--- src/rtl/sprite_line_scheduler.sv ---
// Per-scanline sprite scheduler: scans sprites in hblank, fetches row bitmaps into slots, paints during active video.
// Optional SPRITE_COLLISION_EN adds collision / collision_seen outputs.
module sprite_line_scheduler #(
    parameter int unsigned NUM_SPRITES = 4,
    parameter int unsigned MAX_ACTIVE  = 2,
    parameter int unsigned SPR_W       = 8,
    parameter int unsigned SPR_H       = 8,
    parameter int unsigned POS_W       = 11,
    parameter int unsigned ROM_AW      = 5
) (
    input  logic                           clk,
    input  logic                           reset,
    input  logic                           line,
    input  logic [POS_W-1:0]               horiz_pos,
    input  logic [POS_W-1:0]               vert_pos,
    input  logic [NUM_SPRITES*POS_W-1:0]   spx_pos,
    input  logic [NUM_SPRITES*POS_W-1:0]   spy_pos,
    input  logic [NUM_SPRITES-1:0]         sprite_en,
    output logic                           rom_rd,
    output logic [ROM_AW-1:0]              rom_addr,
    input  logic [SPR_W-1:0]               rom_data,
    output logic                           pix,
    output logic                           drawing,
    output logic [$clog2(NUM_SPRITES)-1:0] sprite_id,
    output logic                           busy,
    output logic                           overflow
`ifdef SPRITE_COLLISION_EN
    ,
    output logic                           collision,
    output logic                           collision_seen
`endif
);

    localparam int unsigned IDX_W  = $clog2(NUM_SPRITES);
    localparam int unsigned FILL_W = $clog2(MAX_ACTIVE + 1);
    localparam int unsigned ROW_W  = $clog2(SPR_H);
    localparam int unsigned OFF_W  = $clog2(SPR_W);
    localparam int unsigned EXT_W  = POS_W + 1;

    typedef enum logic [1:0] {IDLE, SCAN, FETCH, LOAD} state_t;

    state_t                  state_q, state_d;
    logic [IDX_W-1:0]        idx_q, idx_d;
    logic [FILL_W-1:0]       fill_q, fill_d;
    logic [EXT_W-1:0]        target_q, target_d;
    logic                    rom_rd_q, rom_rd_d;
    logic [ROM_AW-1:0]       rom_addr_q, rom_addr_d;
    logic                    overflow_q, overflow_d;
    logic                    busy_q, busy_d;
    logic [MAX_ACTIVE-1:0]   slot_vld_q, slot_vld_d;
    logic [POS_W-1:0]        slot_x_q    [MAX_ACTIVE];
    logic [POS_W-1:0]        slot_x_d    [MAX_ACTIVE];
    logic [IDX_W-1:0]        slot_id_q   [MAX_ACTIVE];
    logic [IDX_W-1:0]        slot_id_d   [MAX_ACTIVE];
    logic [SPR_W-1:0]        slot_bits_q [MAX_ACTIVE];
    logic [SPR_W-1:0]        slot_bits_d [MAX_ACTIVE];
    logic                    pix_q, pix_d;
    logic                    drawing_q, drawing_d;
    logic [IDX_W-1:0]        sprite_id_q, sprite_id_d;

    logic [EXT_W-1:0]        cur_spy;
    logic [POS_W-1:0]        cur_spx;
    logic [ROW_W-1:0]        cur_row;
    logic                    cur_hit;
    logic                    last_idx;
    logic [MAX_ACTIVE-1:0]   slot_cov, slot_opq;

    // Hit test for the sprite under the scan index, widened so y+SPR_H cannot wrap
    always_comb begin
        cur_spy  = EXT_W'(spy_pos[int'(idx_q)*POS_W +: POS_W]);
        cur_spx  = spx_pos[int'(idx_q)*POS_W +: POS_W];
        cur_hit  = sprite_en[idx_q] && (target_q >= cur_spy) &&
                   (target_q < cur_spy + EXT_W'(SPR_H));
        cur_row  = ROW_W'(target_q - cur_spy);
        last_idx = (idx_q == IDX_W'(NUM_SPRITES - 1));
    end

    always_comb begin
        state_d     = state_q;
        idx_d       = idx_q;
        fill_d      = fill_q;
        target_d    = target_q;
        rom_rd_d    = 1'b0;
        rom_addr_d  = rom_addr_q;
        overflow_d  = overflow_q;
        slot_vld_d  = slot_vld_q;
        slot_x_d    = slot_x_q;
        slot_id_d   = slot_id_q;
        slot_bits_d = slot_bits_q;

        // A new line always restarts, dropping any fetch still in flight
        if (line) begin
            target_d   = EXT_W'(vert_pos) + EXT_W'(1);
            slot_vld_d = '0;
            overflow_d = 1'b0;
            idx_d      = '0;
            fill_d     = '0;
            state_d    = SCAN;
        end else begin
            case (state_q)
                IDLE: ;
                SCAN: begin
                    if (cur_hit && (fill_q < FILL_W'(MAX_ACTIVE))) begin
                        rom_rd_d   = 1'b1;
                        rom_addr_d = ROM_AW'(int'(idx_q) * int'(SPR_H) + int'(cur_row));
                        state_d    = FETCH;
                    end else begin
                        if (cur_hit) overflow_d = 1'b1;
                        if (last_idx) state_d = IDLE;
                        else          idx_d   = idx_q + IDX_W'(1);
                    end
                end
                FETCH: state_d = LOAD;
                LOAD: begin
                    for (int s = 0; s < int'(MAX_ACTIVE); s++) begin
                        if (FILL_W'(s) == fill_q) begin
                            slot_vld_d[s]  = 1'b1;
                            slot_x_d[s]    = cur_spx;
                            slot_id_d[s]   = idx_q;
                            slot_bits_d[s] = rom_data;
                        end
                    end
                    fill_d = fill_q + FILL_W'(1);
                    if (last_idx) begin
                        state_d = IDLE;
                    end else begin
                        idx_d   = idx_q + IDX_W'(1);
                        state_d = SCAN;
                    end
                end
                default: state_d = IDLE;
            endcase
        end
        busy_d = (state_d != IDLE);
    end

    // Per-slot coverage and opacity; MSB of the row is the leftmost pixel
    always_comb begin
        for (int s = 0; s < int'(MAX_ACTIVE); s++) begin
            slot_cov[s] = slot_vld_q[s] &&
                          (EXT_W'(horiz_pos) >= EXT_W'(slot_x_q[s])) &&
                          (EXT_W'(horiz_pos) < EXT_W'(slot_x_q[s]) + EXT_W'(SPR_W));
            slot_opq[s] = slot_cov[s] &&
                          slot_bits_q[s][OFF_W'(SPR_W - 1) - OFF_W'(horiz_pos - slot_x_q[s])];
        end
    end

    always_comb begin
        sprite_id_d = '0;
        for (int s = int'(MAX_ACTIVE) - 1; s >= 0; s--) begin
            if (slot_opq[s]) sprite_id_d = slot_id_q[s];
        end
        pix_d     = |slot_opq;
        drawing_d = |slot_cov;
    end

    always_ff @(posedge clk or negedge reset) begin
        if (!reset) begin
            state_q     <= IDLE;
            idx_q       <= '0;
            fill_q      <= '0;
            target_q    <= '0;
            rom_rd_q    <= 1'b0;
            rom_addr_q  <= '0;
            overflow_q  <= 1'b0;
            busy_q      <= 1'b0;
            slot_vld_q  <= '0;
            slot_x_q    <= '{default: '0};
            slot_id_q   <= '{default: '0};
            slot_bits_q <= '{default: '0};
            pix_q       <= 1'b0;
            drawing_q   <= 1'b0;
            sprite_id_q <= '0;
        end else begin
            state_q     <= state_d;
            idx_q       <= idx_d;
            fill_q      <= fill_d;
            target_q    <= target_d;
            rom_rd_q    <= rom_rd_d;
            rom_addr_q  <= rom_addr_d;
            overflow_q  <= overflow_d;
            busy_q      <= busy_d;
            slot_vld_q  <= slot_vld_d;
            slot_x_q    <= slot_x_d;
            slot_id_q   <= slot_id_d;
            slot_bits_q <= slot_bits_d;
            pix_q       <= pix_d;
            drawing_q   <= drawing_d;
            sprite_id_q <= sprite_id_d;
        end
    end

    assign rom_rd    = rom_rd_q;
    assign rom_addr  = rom_addr_q;
    assign overflow  = overflow_q;
    assign busy      = busy_q;
    assign pix       = pix_q;
    assign drawing   = drawing_q;
    assign sprite_id = sprite_id_q;

`ifdef SPRITE_COLLISION_EN
    logic collision_q, collision_d;
    logic collision_seen_q, collision_seen_d;

    // Sticky flag survives until the frame restarts at line 0
    always_comb begin
        collision_d = ($countones(slot_opq) >= 2);
        if (line && (vert_pos == '0)) collision_seen_d = 1'b0;
        else                          collision_seen_d = collision_seen_q | collision_q;
    end

    always_ff @(posedge clk or negedge reset) begin
        if (!reset) begin
            collision_q      <= 1'b0;
            collision_seen_q <= 1'b0;
        end else begin
            collision_q      <= collision_d;
            collision_seen_q <= collision_seen_d;
        end
    end

    assign collision      = collision_q;
    assign collision_seen = collision_seen_q;
`endif

endmodule
--- config.mk ---
export PLATFORM = sky130hd
export DESIGN_NAME = sprite_line_scheduler
export DESIGN_NICKNAME = d
export VERILOG_FILES = /design/src/rtl/sprite_line_scheduler.sv
export SDC_FILE = /design/constraint.sdc
export NUM_CORES = 1
export LEC_CHECK = 0
export CAP_MARGIN = 0
export CORE_ASPECT_RATIO = 0.7
export CORE_MARGIN = 10
export CORE_UTILIZATION = 30
export DETAILED_ROUTE_END_ITERATION = 6
export PLACE_DENSITY = 0.6
export SYNTH_ARGS = -nofsm -noshare
export SYNTH_HDL_FRONTEND = slang
export SYNTH_SLANG_ARGS = --single-unit
--- constraint.sdc ---
create_clock -name clk -period 7 [get_ports clk]
set_input_delay 0.7 -clock clk [delete_from_list [all_inputs] [get_ports clk]]
set_output_delay 0.7 -clock clk [all_outputs]
set_load 0.1 [all_outputs]
==> results of run 1 <==
[metal layers]
layer	up-vias	track usage, %
li1	2061	-
met1	2124	17.7
met2	88	21.0
met3	13	3.27
met4	0	3.29
met5	-	0
[final cells by class]
type                            instances  area [µm²]  share of cell area (%)
Clock buffer                           12         267                    3.59
Clock inverter                          4        72.6                   0.979
Inverter                               47         176                    2.38
Multi-Input combinational cell        358        3380                    45.5
Sequential cell                        74        1850                    25.0
Tap cell                              236         295                    3.98
Timing Repair Buffer                  138        1370                    18.5
[worst paths after layout]
| check | from | end | slack [ns] |
|---|---|---|---|
| worst max-delay path | idx_q[0] | rom_addr[1] | 2.82 |
| worst min-delay path | reset | slot_x_q[6] | 0.51 |
| worst max register to register | idx_q[0] | rom_addr[1] | 2.82 |
| worst min register to register | slot_bits_q[12] | slot_bits_q[12] | 0.51 |
| max in group asynchronous | reset | idx_q[0] | 5.83 |
| min in group clk | slot_bits_q[12] | slot_bits_q[12] | 0.51 |
[cell families after synthesis]
group / share of synthesized area (%)
compound gates: 8.36
xor+xnor: 4.95
flops: 33.7
fa+ha+maj: 16.4
buf+inv: 4.76
simple gates: 9.12
mux: 22.7
[registers in the layout (all words and copies together) (netlist names), 2 cells and up]
register / flops
fill_q: 2
idx_q: 2
rom_addr: 5
slot_bits_q: 16
slot_id_q: 4
slot_vld_q: 2
slot_x_q: 22
sprite_id: 2
state_q: 2
target_q: 12
[metrics by stage]
| step | util [%] | power [µW] | std cells |
|---|---|---|---|
| global route | 41.2 | 2680 | 869 |
| detailed placement | 39.3 | 1990 | 853 |
| CTS | 41.2 | 2520 | 869 |
| global placement | 39.3 | 1940 | 853 |
| floorplan | - | 1620 | 497 |
| finish | 41.2 | 2490 | 869 |
[placed cells by master, fill, tap and decap left out, drive strengths merged, types with 5 or more instances in the layout]
master,Yosys,final
clkbuf,7,12
nand2b,10,10
mux2,52,52
nand3,28,28
dfrtp,74,74
o21ai,15,15
nor3,6,6
a211oi,6,6
xor2,6,6
a21oi,31,31
mux4,27,27
inv,47,47
ha,67,67
xnor2,25,25
clkdlybuf4s50,0,135
and3,5,5
nand2,16,16
nor2,23,23
[power by group]
part	internal [µW]	switching, µW	leakage [µW]
Combinational	617	631	0.00202
Clock	340	175	0.000165
Sequential	559	166	0.000949
[critical path: stages (launching register included)]
cell and delay (ns):
dfrtp_2 0.96, mux4_1 0.72, ha_1 0.27, nand3_1 0.11, nor3_1 0.08, xnor2_1 0.13, ha_1 0.29, a211oi_1 0.23
o211ai_1 0.14, a211oi_2 0.35, and3_1 0.44, mux2_4 0.34
==> flow_summary_export.csv, run 1 <==
group,metric,value,unit
logic_synthesis,synthFlopType,"dfrtp_1",
global_route,track_usage,13.3,%
final_layout,fin_nets,823,
die,rows,41,
logic_synthesis,syn-instance-count,497,
setup_path,worstRegToRegCells,11,
clock_tree,htree_levels,3,
routing,dr_wl_met2,7.47,mm
clock_tree,worstSkewPairLatency,0.34,ns
clock_tree,holdBufCountCts,0,
sta,slew_viol_final,0,
setup_path,endpoint_kind,"flop",
routing,drt-initial-drc-count,206,
logic_synthesis,post-synth-top-count-cell,"dfrtp_1",
sta,rsz0062_at_grt,"false",
setup_path,arrival,4.40,ns
global_route,grt_pass1_wl,25.7,mm
sta,fmax,0.239,GHz
job,drv_cap,0,
logic_synthesis,synth.cell_area,5490,µm²
place,place_area,7080,µm²
routing,drc_errors,0,
clock_tree,cts.repair.resized,0,
logic_synthesis,ys_warn_count,0,
routing,wl_met3,725,µm
place,place_congestion,0.869,
routing,wl_per_cell,18.4,µm
logic_synthesis,netlist_top_cells_count,"dfrtp_1, ha_1, mux2_2",
sta,tns,0,ns
setup_path,required,7.22,ns
die,start_util,30.5,%
setup_path,worst-path-max-fanout,29,
logic_synthesis,async_flop_share,100,%
die,pin_count,137,
clock_tree,numCtsBuffers,9,
clock_tree,root_buffer,"clkbuf_16",
sta,post-route-period-util,59.8,%
logic_synthesis,yosysSeqAreaShare,33.7,%
hold_path,hold_class,"input port to asynchronous set/reset pin",
logic_synthesis,synth_top_area_share,33.7,%
routing,antenna_left,0,
clock_tree,cts_tree,"yes",
clock_tree,cts_setup_buffers,0,
global_route,antenna_found_initial,0,
power_and_ir_drop,powerDensity,336,nW/µm²
final_layout,drive_above_1_share,15.2,%
sta,final-hold-violation-count,0,
sta,holdWs,0.505,ns
logic_synthesis,syn_nets,692,
power_and_ir_drop,ir_drop,0.000151,V
global_route,grt_max_degree,75,
power_and_ir_drop,leakagePower,0.00314,µW
logic_synthesis,synth_area_leader_cell,"dfrtp_1",
logic_synthesis,synthTopCellsByArea,"dfrtp_1, ha_1, mux2_2",
clock_tree,clock_path_buffers,2,
die,die-area,24200,µm²
die,die_height,133,µm
sta,worst_slack,2.82,ns
sta,skew,0.00627,ns
setup_path,crit_type,"flop to flop",
final_layout,diodes,0,
final_layout,fin_area,7410,µm²
clock_tree,clk_pin_slew,0.06,ns
global_route,gr-total-overflow,0,
final_layout,fill_cells,1699,
logic_synthesis,ys_seq_elements,74,
clock_tree,cts_sinks,74,
logic_synthesis,syn_avg_cell_area,11.0,µm²
die,core_area,18000,µm²
global_route,grt_pass1_vias,4635,
logic_synthesis,synth_cell_types,43,
routing,m1WireLength,7.64,mm
routing,dr_total_vias,4286,
place,portBuffers,136,
status,run_status,"complete, no violations",
routing,drt_wl_total,16.0,mm
logic_synthesis,synth_edf_count,0,
setup_path,worstSetupStartpointType,"flop",
final_layout,area_growth,35.1,%
sta,tightest_slew,1.05,ns
sta,period_minus_slack,4.18,ns
routing,drt_first_pass_iters,4,
sta,relSlewSlack,29.8,%
routing,dr.max_layer_used,"met4",
place,place_ws,2.72,ns
routing,viasPerCell,4.93,
sta,setup_viol,0,
die,dieWidth,182,µm
place,hpwl,13.2,mm
Power figures use the tool's default switching activity.
==> run 2, diff against run 1 <==
clock period = 3.9 ns   (was 7 ns; I/O delays follow)
==> flow_summary_export.csv, run 2 (synthesis results as in run 1) <==
group,metric,value,unit
status,run_status,"complete, no violations",
setup_path,path_common_cell,"ha_1",
die,dieWidth,182,µm
global_route,grt_pass1_vias,4511,
final_layout,largest_reg_flops,22,
place,hpwl,13.2,mm
sta,period_minus_slack,3.67,ns
global_route,grt_max_degree,75,
clock_tree,cts_setup_buffers,0,
clock_tree,htree_levels,3,
die,die-area,24200,µm²
power_and_ir_drop,powerDensity,600,nW/µm²
setup_path,worstSetupStartpointType,"flop",
clock_tree,cts_tree,"yes",
routing,wl_per_cell,18.2,µm
final_layout,diodes,0,
routing,drc_errors,0,
setup_path,critPathBufInv,0,
power_and_ir_drop,ir_drop,0.000312,V
final_layout,largest_register,"slot_x_q",
place,portBuffers,136,
clock_tree,worstSkewPairLatency,0.33,ns
setup_path,crit_path_cell_trace,"mux4_1 > ha_1 > nand3_1 > nor3_1 > xnor2_1 > ha_1 > a211oi_1 > o211ai_1 > a211oi_2 > and3_1 > mux2_4",
power_and_ir_drop,leakagePower,0.00314,µW
final_layout,drive_above_1_share,15.4,%
final_layout,fill_cells,1703,
setup_path,endpoint_kind,"flop",
setup_path,required,4.12,ns
final_layout,multi_input_area,3380,µm²
setup_path,slowest_stage,"mux4_1",
sta,post-route-period-util,94.0,%
die,start_util,30.5,%
sta,setup_viol,0,
final_layout,reg_top3,"slot_x_q x22, slot_bits_q x16, target_q x12",
sta,final-hold-violation-count,0,
sta,tns,0,ns
final_layout,layout_commonest_cell,"clkdlybuf4s50_1",
die,die_height,133,µm
die,core_area,18000,µm²
die,pin_count,137,
place,place_congestion,0.838,
setup_path,crit_type,"flop to flop",
clock_tree,numCtsBuffers,9,
sta,relSlewSlack,28.3,%
sta,tightest_slew,1.07,ns
sta,rsz0062_at_grt,"false",
routing,drt-initial-drc-count,197,
setup_path,worst-path-max-fanout,11,
setup_path,critPathMaxStageDelay,0.69,ns
global_route,antenna_found_initial,0,
routing,dr_total_vias,4252,
final_layout,area_growth,34.9,%
setup_path,arrival,3.89,ns
routing,antenna_left,0,
clock_tree,clock_path_buffers,2,
routing,drt_first_pass_iters,4,
clock_tree,clk_pin_slew,0.06,ns
sta,fmax,0.273,GHz
routing,viasPerCell,4.88,
final_layout,layout_common_cells,"clkdlybuf4s50_1, dfrtp_1, ha_1, mux2_2, inv_1",
sta,slew_viol_final,0,
setup_path,cpLargestDelayFamily,"multiplexers",
global_route,track_usage,13.0,%
job,drv_cap,0,
clock_tree,cts.repair.resized,0,
hold_path,hold_class,"input port to asynchronous set/reset pin",
clock_tree,holdBufCountCts,0,
die,rows,41,
sta,skew,0.00477,ns
final_layout,fin_nets,825,
routing,drt_wl_total,15.8,mm
clock_tree,cts_sinks,74,
global_route,grt_pass1_wl,25.3,mm
power_and_ir_drop,total_power,4450,µW
final_layout,seqCellArea,1850,µm²
clock_tree,root_buffer,"clkbuf_16",
global_route,gr-total-overflow,0,
## run 2: cell types whose count changed in the layout (fill, tap and decap cells not counted), sizes merged
cell	change
buf	+2
clkbuf	-3
inv	+1
clkinv	+3
clkinvlp	-1
## run 2: metal layers
metal / vias to the layer above / track usage [%] / share of wire (%)
met5: - / 0 / 0
met4: 0 / 3.29 / 1.0
met3: 9 / 2.76 / 3.8
met2: 70 / 20.3 / 47
met1: 2098 / 17.8 / 49
li1: 2075 / - / -
## run 2: worst paths after layout
check | endpoint | slack, ns | from | cells past startpoint
min in group clk | slot_bits_q[1] | 0.50 | slot_bits_q[1] | 1
setup / recovery | rom_addr[2] | 0.23 | idx_q[0] | 11
max in group asynchronous | idx_q[0] | 3.04 | reset | 1
hold reg to reg | slot_bits_q[1] | 0.50 | slot_bits_q[1] | 1
setup reg to reg | rom_addr[2] | 0.23 | idx_q[0] | 11
hold / removal | rom_rd | 0.20 | reset | 1
## run 2: area by class of cell
type	instances	area share, %
flip-flops and latches	74	25.0
multi-input cells	358	45.6
clock inverters	7	1.25
repair buffers	140	18.7
well taps	236	3.99
clock buffers	9	3.04
inverters	47	2.38
## run 2: where the power goes
group	leakage [µW]	switching [µW]	internal, µW
clock network	0.000160	326	560
logic	0.00203	1190	1120
registers	0.000949	246	1000
total	0.00314	1760	2690
## run 2: per-stage QoR
step | hold WS (ns) | area, µm² | util, % | cells | setup slack (ns)
finish | 0.198 | 7410 | 41.1 | 871 | 0.232
global placement | 0.482 | 7090 | 39.4 | 855 | 0.127
detailed placement | 0.489 | 7090 | 39.4 | 855 | 0.0905
floorplan | 0.0944 | 5490 | - | 497 | 0.600
global route | 0.273 | 7410 | 41.1 | 871 | 0.0144
CTS | 0.245 | 7410 | 41.1 | 871 | 0.219
==> run 3, diff against run 2 <==
PLACE_DENSITY = unset   (was 0.6)
PLACE_DENSITY_LB_ADDON = 0.05   (was unset)
==> flow_summary_export.csv, run 3 (synthesis results as in run 1) <==
group,metric,value,unit
sta,tightest_slew,1.01,ns
setup_path,endpoint_kind,"flop",
final_layout,reg_top3,"slot_x_q x22, slot_bits_q x16, target_q x12",
power_and_ir_drop,intPower,2720,µW
final_layout,layout_commonest_cell,"clkdlybuf4s50_1",
sta,skew,0.00963,ns
routing,wl_per_cell,18.6,µm
setup_path,arrival,3.85,ns
routing,drt_first_pass_iters,4,
clock_tree,root_buffer,"clkbuf_16",
setup_path,required,4.12,ns
sta,relSlewSlack,32.1,%
final_layout,drive_above_1_share,16.4,%
job,drv_cap,0,
power_and_ir_drop,powerDensity,609,nW/µm²
final_layout,seqCellArea,1850,µm²
routing,drc_errors,0,
die,dieWidth,182,µm
power_and_ir_drop,p_switching,1820,µW
final_layout,area_growth,35.9,%
die,core_area,18000,µm²
final_layout,diodes,0,
power_and_ir_drop,ir_drop,0.000306,V
global_route,antenna_found_initial,0,
sta,post-route-period-util,93.0,%
clock_tree,cts_setup_buffers,0,
clock_tree,htree_levels,3,
power_and_ir_drop,leakagePower,0.00317,µW
global_route,grt_pass1_vias,4585,
sta,setup_viol,0,
routing,drt_wl_total,16.3,mm
die,die-area,24200,µm²
place,portBuffers,136,
sta,fmax,0.276,GHz
routing,drt-initial-drc-count,208,
status,run_status,"complete, no violations",
clock_tree,clock_path_buffers,2,
sta,period_minus_slack,3.63,ns
final_layout,fin_nets,831,
final_layout,fill_cells,1734,
global_route,track_usage,13.7,%
sta,rsz0062_at_grt,"false",
power_and_ir_drop,p_clk_share,20.3,%
hold_path,hold_class,"input port to asynchronous set/reset pin",
clock_tree,worstSkewPairLatency,0.34,ns
clock_tree,cts_tree,"yes",
clock_tree,clk_pin_slew,0.06,ns
sta,tns,0,ns
routing,antenna_left,0,
routing,viasPerCell,4.84,
final_layout,largest_reg_flops,22,
place,place_congestion,0.829,
sta,slew_viol_final,0,
clock_tree,cts_sinks,74,
global_route,grt_pass1_wl,26.5,mm
routing,dr_total_vias,4248,
final_layout,multi_input_area,3380,µm²
setup_path,worstSetupStartpointType,"flop",
power_and_ir_drop,combPwrFrac,52.4,%
clock_tree,holdBufCountCts,0,
setup_path,worst-path-max-fanout,14,
die,start_util,30.5,%
setup_path,crit_type,"flop to flop",
die,die_height,133,µm
die,pin_count,137,
sta,final-hold-violation-count,0,
global_route,gr-total-overflow,0,
final_layout,layout_common_cells,"clkdlybuf4s50_1, dfrtp_1, ha_1, mux2_2, inv_1",
place,hpwl,13.5,mm
power_and_ir_drop,total_power,4540,µW
global_route,grt_max_degree,75,
die,rows,41,
final_layout,largest_register,"slot_x_q",
power_and_ir_drop,seqPwrFrac,27.2,%
clock_tree,numCtsBuffers,9,
power_and_ir_drop,swShare,40.1,%
run 3: cell types whose count changed in the layout (fill, tap and decap cells not counted), sizes merged:
cell / delta
buf: +6
inv: +1
clkinv: -1
run 3: power by group through the flow:
| stage | clock network, µW | logic [µW] | registers (µW) |
|---|---|---|---|
| 3_5_place_dp | 0 | 2390 | 1250 |
| 5_1_grt | 991 | 2660 | 1280 |
| 3_3_place_gp | 0 | 2350 | 1250 |
| 4_1_cts | 956 | 2400 | 1240 |
| 6_report | 924 | 2380 | 1240 |
| 2_1_floorplan | 0 | 1530 | 1380 |
run 3: what timing repair did:
action,CTS,global route
setup endpoints to repair,0,3
gates resized for setup,0,1
endpoints found under the hold margin,0,0
run 3: path summary, 6_finish.rpt:
path | slack, ns | depth (start not counted) | startpoint | endpoint
worst max-delay path | 0.27 | 11 | idx_q[0] | idx_q[0]
worst min-delay path | 0.17 | 1 | reset | target_q[0]
worst max register to register | 0.27 | 11 | idx_q[0] | idx_q[0]
worst min register to register | 0.50 | 1 | slot_id_q[2] | slot_id_q[2]
max in group asynchronous | 3.05 | 1 | reset | idx_q[0]
min in group clk | 0.50 | 1 | slot_id_q[2] | slot_id_q[2]
run 3: metrics by stage:
stage / cells / setup slack, ns / instance area (µm²) / util, % / hold WS, ns
after global placement: 861 / 0.184 / 7140 / 39.6 / 0.485
after CTS: 877 / 0.244 / 7460 / 41.4 / 0.263
after floorplan: 497 / 0.600 / 5490 / - / 0.0944
after detailed placement: 861 / 0.129 / 7140 / 39.6 / 0.492
after global routing: 877 / 0.100 / 7460 / 41.4 / 0.270
final: 877 / 0.272 / 7460 / 41.4 / 0.171
run 3: worst max-delay path, stage by stage (launching register included):
cell	delay (ns)
dfrtp_2	0.48
buf_4	0.33
mux4_2	0.63
inv_1	0.09
ha_1	0.23
a21o_1	0.18
a211o_1	0.29
a221oi_1	0.35
a211oi_2	0.07
buf_4	0.16
a21oi_1	0.31
mux2_2	0.38
run 3: cell type report:
| cell class | count | area share (%) |
|---|---|---|
| Timing Repair Buffer | 146 | 19.2 |
| Clock buffer | 9 | 3.02 |
| Sequential cell | 74 | 24.8 |
| Clock inverter | 7 | 1.34 |
| Inverter | 47 | 2.36 |
| Tap cell | 236 | 3.96 |
| Multi-Input combinational cell | 358 | 45.3 |
run 3: layer usage:
metal	track usage (%)	vias up	wire, µm
met5	0	-	0
met4	2.57	0	119
met3	3.41	7	820
met2	19.1	104	6550
met1	20.8	2042	8850
li1	-	2095	-
